==> src/rtl/rng_pkg.sv <==
// rng_pkg: shared types and constants for the LFSR word scheduler.
package rng_pkg;
    typedef enum logic {IDLE, SERVE} state_t;
    localparam int LFSR_W      = 16;
    localparam int LFSR_PERIOD = 65535;
endpackage

==> src/rtl/rr_pick.sv <==
// rr_pick: combinational round-robin picker, first set request at/after ptr with wrap.
module rr_pick #(
    parameter int N = 4
) (
    input  logic [N-1:0]         i_req,
    input  logic [$clog2(N)-1:0] i_ptr,
    output logic [N-1:0]         o_gnt,
    output logic [$clog2(N)-1:0] o_idx,
    output logic                 o_any
);
    localparam int IW = $clog2(N);
    logic [IW:0] w_s;
    always_comb begin
        w_s   = '0;
        o_idx = '0;
        o_any = 1'b0;
        // Walk offsets from the far end so the closest request to ptr wins last.
        for (int k = N - 1; k >= 0; k--) begin
            w_s = {1'b0, i_ptr} + (IW+1)'(k);
            w_s = (w_s >= (IW+1)'(N)) ? w_s - (IW+1)'(N) : w_s;
            if (i_req[w_s[IW-1:0]]) begin
                o_any = 1'b1;
                o_idx = w_s[IW-1:0];
            end
        end
        o_gnt = o_any ? (N'(1) << o_idx) : '0;
    end
endmodule

==> src/rtl/rng_sched.sv <==
// rng_sched: round-robin sharing of one LFSR stream, each word consumed once, epoch counting.
// Define RNG_SCHED_BURST_EN to allow up to BURST_LEN words per grant; otherwise one word per grant.
module rng_sched
    import rng_pkg::*;
#(
    parameter int NUM_REQ   = 4,
    parameter int BURST_LEN = 4,
    parameter int PERIOD    = LFSR_PERIOD,
    parameter int EPOCH_W   = 8
) (
    input  logic                       clk_i,
    input  logic                       rst_i,
    input  logic [NUM_REQ-1:0]         req_i,
    input  logic                       hold_i,
    input  logic [LFSR_W-1:0]          lfsr_i,
    output logic                       lfsr_en_o,
    output logic [NUM_REQ-1:0]         gnt_o,
    output logic [LFSR_W-1:0]          rnd_o,
    output logic                       rnd_valid_o,
    output logic [$clog2(NUM_REQ)-1:0] rnd_id_o,
    output logic                       epoch_tick_o,
    output logic [EPOCH_W-1:0]         epoch_cnt_o
);
    localparam int IW = $clog2(NUM_REQ);

    state_t               r_state, w_next;
    logic [IW-1:0]        r_ptr, r_owner, w_idx, w_owner_inc;
    logic [NUM_REQ-1:0]   w_onehot;
    logic [15:0]          r_word_cnt;
    logic                 w_any, w_start, w_deliver, w_release, w_last, w_end, w_wrap;

    rr_pick #(.N(NUM_REQ)) u_pick (
        .i_req (req_i),
        .i_ptr (r_ptr),
        .o_gnt (w_onehot),
        .o_idx (w_idx),
        .o_any (w_any)
    );

`ifdef RNG_SCHED_BURST_EN
    localparam int BW = $clog2(BURST_LEN + 1);
    logic [BW-1:0] r_burst;
    always_ff @(posedge clk_i or negedge rst_i) begin
        if (!rst_i) r_burst <= '0;
        else        r_burst <= w_start ? '0 : w_deliver ? r_burst + BW'(1) : r_burst;
    end
    assign w_last = w_deliver && (r_burst == BW'(BURST_LEN - 1));
`else
    assign w_last = w_deliver;
`endif

    always_comb begin
        w_start     = (r_state == IDLE) && !hold_i && w_any;
        w_deliver   = (r_state == SERVE) && !hold_i && req_i[r_owner];
        w_release   = (r_state == SERVE) && !hold_i && !req_i[r_owner];
        w_end       = w_release || w_last;
        w_owner_inc = (r_owner == IW'(NUM_REQ - 1)) ? '0 : r_owner + IW'(1);
        w_wrap      = (r_word_cnt == 16'(PERIOD - 1));
        w_next      = w_start ? SERVE : w_end ? IDLE : r_state;
        lfsr_en_o   = w_deliver;
    end

    always_ff @(posedge clk_i or negedge rst_i) begin
        if (!rst_i) r_state <= IDLE;
        else        r_state <= w_next;
    end

    always_ff @(posedge clk_i or negedge rst_i) begin
        if (!rst_i) begin
            r_ptr        <= '0;
            r_owner      <= '0;
            r_word_cnt   <= '0;
            gnt_o        <= '0;
            rnd_o        <= '0;
            rnd_valid_o  <= 1'b0;
            rnd_id_o     <= '0;
            epoch_tick_o <= 1'b0;
            epoch_cnt_o  <= '0;
        end else begin
            rnd_valid_o  <= w_deliver;
            epoch_tick_o <= w_deliver && w_wrap;
            if (w_start) begin
                gnt_o   <= w_onehot;
                r_owner <= w_idx;
            end
            if (w_end) begin
                gnt_o <= '0;
                r_ptr <= w_owner_inc;
            end
            if (w_deliver) begin
                rnd_o      <= lfsr_i;
                rnd_id_o   <= r_owner;
                r_word_cnt <= w_wrap ? '0 : r_word_cnt + 16'd1;
                if (w_wrap) epoch_cnt_o <= epoch_cnt_o + EPOCH_W'(1);
            end
        end
    end
endmodule

==> config.mk <==
export PLATFORM = sky130hd
export DESIGN_NAME = rng_sched
export DESIGN_NICKNAME = d
export VERILOG_FILES = /design/src/rtl/rng_pkg.sv /design/src/rtl/rr_pick.sv /design/src/rtl/rng_sched.sv
export SDC_FILE = /design/constraint.sdc
export NUM_CORES = 1
export LEC_CHECK = 0
export BUFFER_PORTS_ARGS = -buffer_cell sky130_fd_sc_hd__buf_2
export CAP_MARGIN = 5
export CORE_MARGIN = 3
export CORE_UTILIZATION = 48
export DETAILED_ROUTE_END_ITERATION = 10
export PLACE_DENSITY_LB_ADDON = 0.05
export SLEW_MARGIN = 20
export SYNTH_ARGS = -nofsm -noshare
export SYNTH_HDL_FRONTEND = slang
export SYNTH_SLANG_ARGS = --single-unit
==> constraint.sdc <==
create_clock -name clk_i -period 1.82 [get_ports clk_i]
set_input_delay 0.273 -clock clk_i [delete_from_list [all_inputs] [get_ports clk_i]]
set_output_delay 0.273 -clock clk_i [all_outputs]
set_load 0.01 [all_outputs]
; ---- Yosys cells after proc, flatten, opt, wreduce, memory -nomap -nowiden
; Index checks and enable logic that the tools add are counted.
[word_totals]
out_inout_bits = 33
register_bits = 53
wordCells = 73
inputBits = 23
[classes]
n_lt_le_gt_ge = 9
muxes = 29
add_sub_neg = 10
bitwise_logic = 1
shift = 1
eq_ne = 2
reduce_logical = 11
[ops]
columns = op, count
row1 = 2-to-1 mux 2 bit, 9
row2 = adder 16 x 1 -> 16 bit (second input constant), 1
row3 = == test 16 bit (second input constant), 1
row4 = 2-to-1 mux 16 bit, 1
row5 = less-than comparator 2 x 3 -> 1 bit (second input constant), 5
row6 = 2-to-1 mux 4 bit, 3
row7 = 2-to-1 mux 1 bit, 11
row8 = binary-select mux 1 bit (select 2 bit), 5
row9 = greater-or-equal comparator 3 bit (second input constant), 3
row10 = adder 8 x 1 -> 8 bit (second input constant), 1
row11 = subtractor 2 x 1 -> 2 bit (second input constant), 4
row12 = adder 2 x 2 -> 3 bit (second input constant), 2
row13 = logical AND 1 bit, 6
row14 = << shifter 1 x 2 -> 4 bit (first input constant), 1
row15 = adder 2 x 1 -> 3 bit (second input constant), 1
row16 = greater-or-equal comparator 2 x 3 -> 1 bit (second input constant), 1
row17 = adder 2 x 1 -> 2 bit (second input constant), 1
row18 = == test 2 bit (second input constant), 1
row19 = logical NOT 1 bit, 2
row20 = AND reduction 2 bit, 1
row21 = nonzero test 2 bit, 1
row22 = logical OR 1 bit, 1
row23 = NOT 1 bit, 1

; ---- Longest topological paths before layout
; Gate-level depths: netlist of the first run.
[logic_depth]
word_depth = 13
mapped_depth = 9
ltp_nobuf = 7

; ---- Hierarchy
; From an unflattened synthesis of the first run, not the netlist that was laid out.
[unflattened]
hier_cells = 284
area_unflattened_um2 = 2713.9
[modules_own_cells]
columns = module, seq_area_each_um2, cells_per_inst, instances, area_each_um2
row1 = rng_sched, 1326.3, 251, 1, 2502.4
row2 = rr_pick, 0.0, 33, 1, 211.5

; ---- Least setup slack after synthesis of the first run
; Ideal clock, no wire load.
[synth_path]
path_type = flip-flop to flip-flop
start = reg r_word_cnt[0]
end = reg epoch_cnt_o[1]
synth_period_minus_slack_ns = 1.908
setup_slack_ns = -0.088
n_path_buf = 0
path_stages_with_launch = 8
arrival_time_ns = 1.781
setup_ns = 0.128
required_ns = 1.692
cell_sequence = dfrtp_1 -> inv_1 -> ha_1 -> nand3_1 -> or2_1 -> or3_1 -> nand2b_1 -> mux2_1
[synth_between]
elab_chain_cells = 2
[synth_lines]
columns = item, line
row1 = "start, declared", rng_sched.sv:29  ; logic [15:0] r_word_cnt;
row2 = "start signal, assigned", rng_sched.sv:93  ; r_word_cnt <= w_wrap ? '0 : r_word_cnt + 16'd1;
row3 = == test 16 bit, rng_sched.sv:58  ; w_wrap = (r_word_cnt == 16'(PERIOD - 1));
row4 = AND reduction 2 bit (no source line), n/a
row5 = "end signal, assigned", rng_sched.sv:94  ; if (w_wrap) epoch_cnt_o <= epoch_cnt_o + EPOCH_W'(1);
row6 = "end, declared", rng_sched.sv:22  ; output logic [EPOCH_W-1:0] epoch_cnt_o
; No other way between the ends.
; A chain may end at the register's enable or synchronous reset.

; ---- Final worst setup path of the first run
; Ends and elaborated chain as after synthesis.

==> flow_summary.yaml, run 1 <==
run_status:
  outcome: "complete, but fails checks"
  violations: "setup timing"
timing:
  setup_viol: 4
  hold_violations: 0
  layout_min_cycle_time_ps: 1870
  tightest_slew_ps: 348
  slew_headroom: 0.768
  fin_hold_ws_ps: 157
  max_freq_mhz: 536
  rsz0062_at_grt: "true"
  finalWorstSetupSlack_ps: -46.3
  final_max_slew_viol_count: 0
  timing.final.crit_share: 1.03
  clock_skew_ps: 5.00
cells_and_area:
  nets: 375
  num_antenna_cells: 0
  area_growth_pct: 32.1
  seqCellArea_mm2: 0.00133
  fillers: 406
  multi_input_area_mm2: 0.00118
  finalNonFillerCells: 416
  design_area_mm2: 0.00330
  drive_above_1_share: 0.338
critical_path:
  worstSetupPathType: "reg -> reg"
  crit_required_ps: 2020
  crit_path_start_kind: "flop"
  crit_start: "r_word_cnt[0]"
  r2r-start: "r_word_cnt[0]"
  r2r_end: "epoch_cnt_o[1]"
  cp_max_fo: 3
  rr_worst_depth: 7
  r2r_setup_slack_ps: -50
  cp-end-kind: "flop"
  critPathArrivalTime_ps: 2060
min_path:
  min_to: "rnd_o[1]"
  hold_depth: 3
  min_from: "lfsr_i[1]"
  hold_class: "in -> reg"
global_route:
  grt_pass1_wl_mm: 9.62
  grt_max_degree: 54
  grt_overflow: 0
  grt_pass1_vias: 2114
  antenna_found_initial: 0
  grt.total_usage: 0.195
yosys:
  synthArstFlopShare: 1.00
  synth_common_cells: "nand2_1 (76), dfrtp_1 (53), a31oi_1 (12), nand3_1 (12), o21ai_0 (10)"
  synth_top_area_cell: "dfrtp_1"
  synth.top_cell.area_share: 0.531
  syn_area_per_cell_um2: 9.53
  synth_edf_count: 0
  yosys_register_bits: 53
  ys_top_cells_by_area: "dfrtp_1 (53%), nand2_1 (11%), a31oi_1 (3.0%)"
  synth_area_mm2: 0.00250
  yosysWarnings: 0
  ys_types: 48
  synth_nets: 289
  yosys_most_used_dff: "dfrtp_1"
  yosys.cell_count.top_type: "nand2_1"
  seq_area_frac_synth: 0.531
  postSynthCellCount: 262
power_and_ir_drop:
  irDropWorstVdd_mv: 0.732
  power_mw: 3.58
  powerDensity_mw_per_mm2: 1090
  power.leakage_nw: 1.73
placement:
  dpl_cell_area_mm2: 0.00303
  portBuffers: 55
  gp_congestion: 0.810
  place_inst: 399
  dp_slack_ps: -80.9
  dp_hpwl_mm: 3.73
clock_tree:
  root_buffer: "clkbuf_8"
  insertion_delay_ps: 300
  path_clk_slew_ps: 100
  htree_num_levels: 2
  cts_tree: "yes"
  cts_sinks: 53
  clockBufferDepth: 2
  cts_buffers: 5
floorplan:
  rows: 25
  core_mm2: 0.00488
  die_y_um: 78.1
  fp.dieArea_mm2: 0.00610
  io_pins: 56
  dieWidth_um: 78.1
  initial_core_util: 0.512
routing:
  drtPass1Iterations: 4
  ant_nets: 0
  wl_per_cell_um: 13.3
  vias: 2176
  drcViolationCount: 0
  viasPerCell: 5.23
  drt_iter0_markers: 106
  wl_mm: 5.54
run:
  drv_cap: 0
layer usage:
| metal | vias up | GRT usage | wire length, um |
|---|---|---|---|
| li1 | 1081 | - | - |
| met1 | 1036 | 0.259 | 2620 |
| met2 | 49 | 0.312 | 2600 |
| met3 | 10 | 0.0424 | 202 |
| met4 | 0 | 0.0769 | 112 |
| met5 | - | 0 | 0 |
worst max-delay path by stage:
stage / endpoint / slack [ps] / cells after the start
floorplan: r_word_cnt[5] / -60 / 9
global placement: epoch_cnt_o[1] / -30 / 7
detailed placement: epoch_cnt_o[1] / -80 / 7
CTS: lfsr_en_o / -30 / 5
global route: epoch_cnt_o[7] / -80 / 8
finish: epoch_cnt_o[1] / -50 / 7
power by group:
part | leakage (nW) | total [mW] | internal [mW] | switching [mW]
sequential | 0.681 | 1.67 | 1.48 | 0.189
combinational | 1.01 | 1.25 | 0.581 | 0.667
clock | 0.0374 | 0.667 | 0.272 | 0.395
total | 1.73 | 3.58 | 2.33 | 1.25
per-stage QoR:
step	utilization	TNS, ps
2_1_floorplan	-	-195
3_3_place_gp	0.620	-42.5
3_5_place_dp	0.620	-356
4_1_cts	0.660	-56.1
5_1_grt	0.676	-561
6_report	0.676	-92.7
cell families (layout without fill, tap and decap cells):
group           after synthesis  count (layout)  synth area share
mux                           6               6            0.0251
xor+xnor                      7               7            0.0245
simple gates                126             126             0.244
buf+inv                      18             105            0.0321
fa+ha+maj                     4               4            0.0200
flops                        53              53             0.531
compound gates               48              48             0.123
critical path, cell delays in order, from the launching register on:
cell and delay, ps:
dfrtp_1 400, inv_2 90, ha_4 130, nand3_2 70, or2_4 250, or3_4 370
nand2b_4 160, mux2_4 290
flip-flops by register name, indices dropped and copies added, names as in the netlist:
name,cells
rnd_o,16
epoch_cnt_o,8
r_state,1
r_ptr,2
r_owner,2
gnt_o,4
rnd_id_o,2
r_word_cnt,16
epoch_tick_o,1
rnd_valid_o,1
area by class of cell:
type,count,share of cell area
Tap cell,67,0.0254
Clock inverter,2,0.00455
Clock buffer,6,0.0220
Timing Repair Buffer,89,0.178
Multi-Input combinational cell,191,0.358
Inverter,8,0.00986
Sequential cell,53,0.402
cells in the final DEF, fill, tap and decap left out, types with 2 or more instances in the layout:
cell and instances:
a22o_1 2, buf_12 3, nand4_1 5, clkinvlp_4 2, o31ai_1 2, nand2_1 76, buf_2 54, a21boi_0 2
mux2i_1 4, a31oi_1 12, xor2_1 3, inv_1 6, nand3_2 2, xnor2_1 4, buf_4 27, nand3_1 10
nand2b_1 2, or3_4 2, nor2_1 8, and3_1 3, o21ai_1 2, dfrtp_1 53, o21ai_0 10, o21a_1 2
clkbuf_8 5, nor3_2 2, buf_6 4, ha_1 3, a21o_1 2, a21oi_1 6
timing repair:
action | in CTS | in global routing
hold buffers | 1 | 0
resized for setup | 14 | 12
cloned | 0 | 0
endpoints found under the setup margin | 11 | 16
setup buffers | 4 | 4
hold endpoints to repair | 53 | 0
pin swaps | 5 | 3
Note: power is estimated with default switching activity, not from simulation.
==> run 2, diff against run 1 <==
ABC_AREA = 0   (was default)
CORE_UTILIZATION = 49   (was 48)
SYNTH_HIERARCHICAL = 1   (was default)
==> run 2 against run 1 <==
The run still ends with setup timing left. Power is 15% higher. Combinational power is 18% higher. First-iteration DRC count unchanged. Die area rose by 5.9%. Clock power up 40%. Cell count increased by 7.0%. Critical path type is now reg -> out. Core utilization grew 2.5 points. Worst hold slack worse by 3.0 ps. Non-clock buffer count increased by 7. Area after synthesis grew 8.7%. Highest routed layer unchanged.
==> flow_summary.yaml, run 2 <==
floorplan:
  io_pins: 56
  fp.dieArea_mm2: 0.00647
  dieWidth_um: 80.4
  rows: 26
  die_y_um: 80.4
  core_mm2: 0.00524
  initial_core_util: 0.518
yosys:
  synth_area_mm2: 0.00271
  synth.top_cell.area_share: 0.489
  synth_common_cells: "nand2_1 (79), dfrtp_1 (53), o21ai_0 (19)"
  yosys_most_used_dff: "dfrtp_1"
  synthArstFlopShare: 1.00
  syn_area_per_cell_um2: 9.56
  synth_nets: 311
  yosysWarnings: 6
  ys_types: 51
  ys_top_cells_by_area: "dfrtp_1 (49%), nand2_1 (11%), o21ai_0 (3.5%)"
  postSynthCellCount: 284
  synth_edf_count: 0
  synth_top_area_cell: "dfrtp_1"
  yosys_register_bits: 53
  seq_area_frac_synth: 0.489
  yosys.cell_count.top_type: "nand2_1"
critical_path:
  crit_path_start_kind: "flop"
  crit_required_ps: 1550
  cp-end-kind: "primary output"
  cp_max_fo: 3
  critPathArrivalTime_ps: 1590
  worstSetupPathType: "reg -> out"
clock_tree:
  clockBufferDepth: 2
  htree_num_levels: 2
  cts_sinks: 53
  cts_tree: "yes"
  root_buffer: "clkbuf_8"
  cts_buffers: 5
  insertion_delay_ps: 310
  path_clk_slew_ps: 90
global_route:
  grt_max_degree: 32
  grt-busiest-layer: "met2"
  grt_use_met3: 0.0437
  grt_util_met2: 0.342
  grt_use_met1: 0.274
  grt_overflow: 0
  grt_pass1_vias: 2271
  antenna_found_initial: 0
  grt.total_usage: 0.204
  grt_pass1_wl_mm: 10.4
routing:
  wl_per_cell_um: 14.2
  viasPerCell: 5.29
  vias: 2354
  drt_iter0_markers: 106
  wl_mm: 6.34
  drcViolationCount: 0
  ant_nets: 0
  drtPass1Iterations: 6
power_and_ir_drop:
  power.leakage_nw: 1.89
  irDropWorstVdd_mv: 0.815
  powerDensity_mw_per_mm2: 1120
cells_and_area:
  num_antenna_cells: 0
  top_regs: "r_word_cnt x16, rnd_o x16, epoch_cnt_o x8"
  layout_commonest_cell: "nand2_1"
  area_growth_pct: 35.3
  nets: 401
  fin_util: 0.701
  drive_above_1_share: 0.379
  final_cell_mix: "nand2_1 (79), buf_2 (54), dfrtp_1 (49), buf_4 (35), o21ai_0 (14)"
run_status:
  outcome: "complete, but fails checks"
  violations: "setup timing"
timing:
  max_freq_mhz: 538
  timing.final.crit_share: 1.02
  layout_min_cycle_time_ps: 1860
  slew_headroom: 0.633
  hold_violations: 0
  tightest_slew_ps: 550
  final_max_slew_viol_count: 0
  fin_hold_ws_ps: 154
  clock_skew_ps: 7.72
  setup_viol: 2
  finalWorstSetupSlack_ps: -40.5
  rsz0062_at_grt: "true"
placement:
  dp_hpwl_mm: 4.13
  portBuffers: 55
  gp_congestion: 0.810
run:
  drv_cap: 0
min_path:
  hold_class: "in -> reg"
run 2: cell families after synthesis:
family / synth area share
xor gates and xnor gates: 0.0226
DFF: 0.489
muxes: 0.0281
buffers and inverters: 0.0443
adders and majority gates: 0.0184
AOI/OAI and AO/OA: 0.148
and+or+nand+nor: 0.250
run 2: power breakdown:
group / internal [mW] / switching, mW
registers: 1.47 / 0.245
clock network: 0.546 / 0.386
logic: 0.743 / 0.739
run 2: final cells by class:
class / instances / area (um2)
clock buffers: 5 / 68.8
multi-input cells: 211 / 1410
fillers: 410 / 1570
inverters: 7 / 31.3
repair buffers: 96 / 679
well taps: 70 / 87.6
clock inverters: 3 / 65.1
flip-flops and latches: 53 / 1330
run 2: critical path: stages (launching register included):
cell	delay, ps
dfrtp_1	440
mux2_4	350
a2bb2oi_4	180
clkinv_4	80
buf_12	130
buf_6	110
run 2: what timing repair did:
action / CTS / global route
gates cloned: 2 / 0
setup buffers: 9 / 5
hold buffers: 1 / 0
endpoints found under the setup margin: 3 / 23
pin swaps: 4 / 10
gates resized for setup: 11 / 25
hold endpoints to repair: 22 / 0
run 2: per-stage QoR:
stage	setup WS, ps	setup TNS, ps	cells	power [mW]	instance area, um2
floorplan	74.9	0	284	2.44	2710
global placement	-2.43	-2.43	420	2.97	3210
detailed placement	-18.7	-18.7	420	3.01	3210
CTS	-28.6	-37.4	440	4.13	3540
global route	-111	-442	445	4.40	3670
finish	-40.5	-42.9	445	4.13	3670
run 2: path summary, 6_finish.rpt:
path	startpoint	endpoint	slack (ps)	cells after the start
setup / recovery	r_owner[1]	lfsr_en_o	-40	5
hold / removal	lfsr_i[5]	rnd_o[5]	150	3
setup reg to reg	r_owner[0]	epoch_cnt_o[1]	0	6
hold reg to reg	epoch_cnt_o[7]	epoch_cnt_o[7]	460	1
max in group asynchronous	rst_i	r_word_cnt[3]	770	3
min in group asynchronous	rst_i	gnt_o[1]	470	2
run 2: routing by layer:
| metal | share of wire | routed length, um |
|---|---|---|
| met4 | 0.0062 | 39 |
| met3 | 0.039 | 247 |
| met5 | 0 | 0 |
| met2 | 0.48 | 3020 |
| met1 | 0.48 | 3030 |
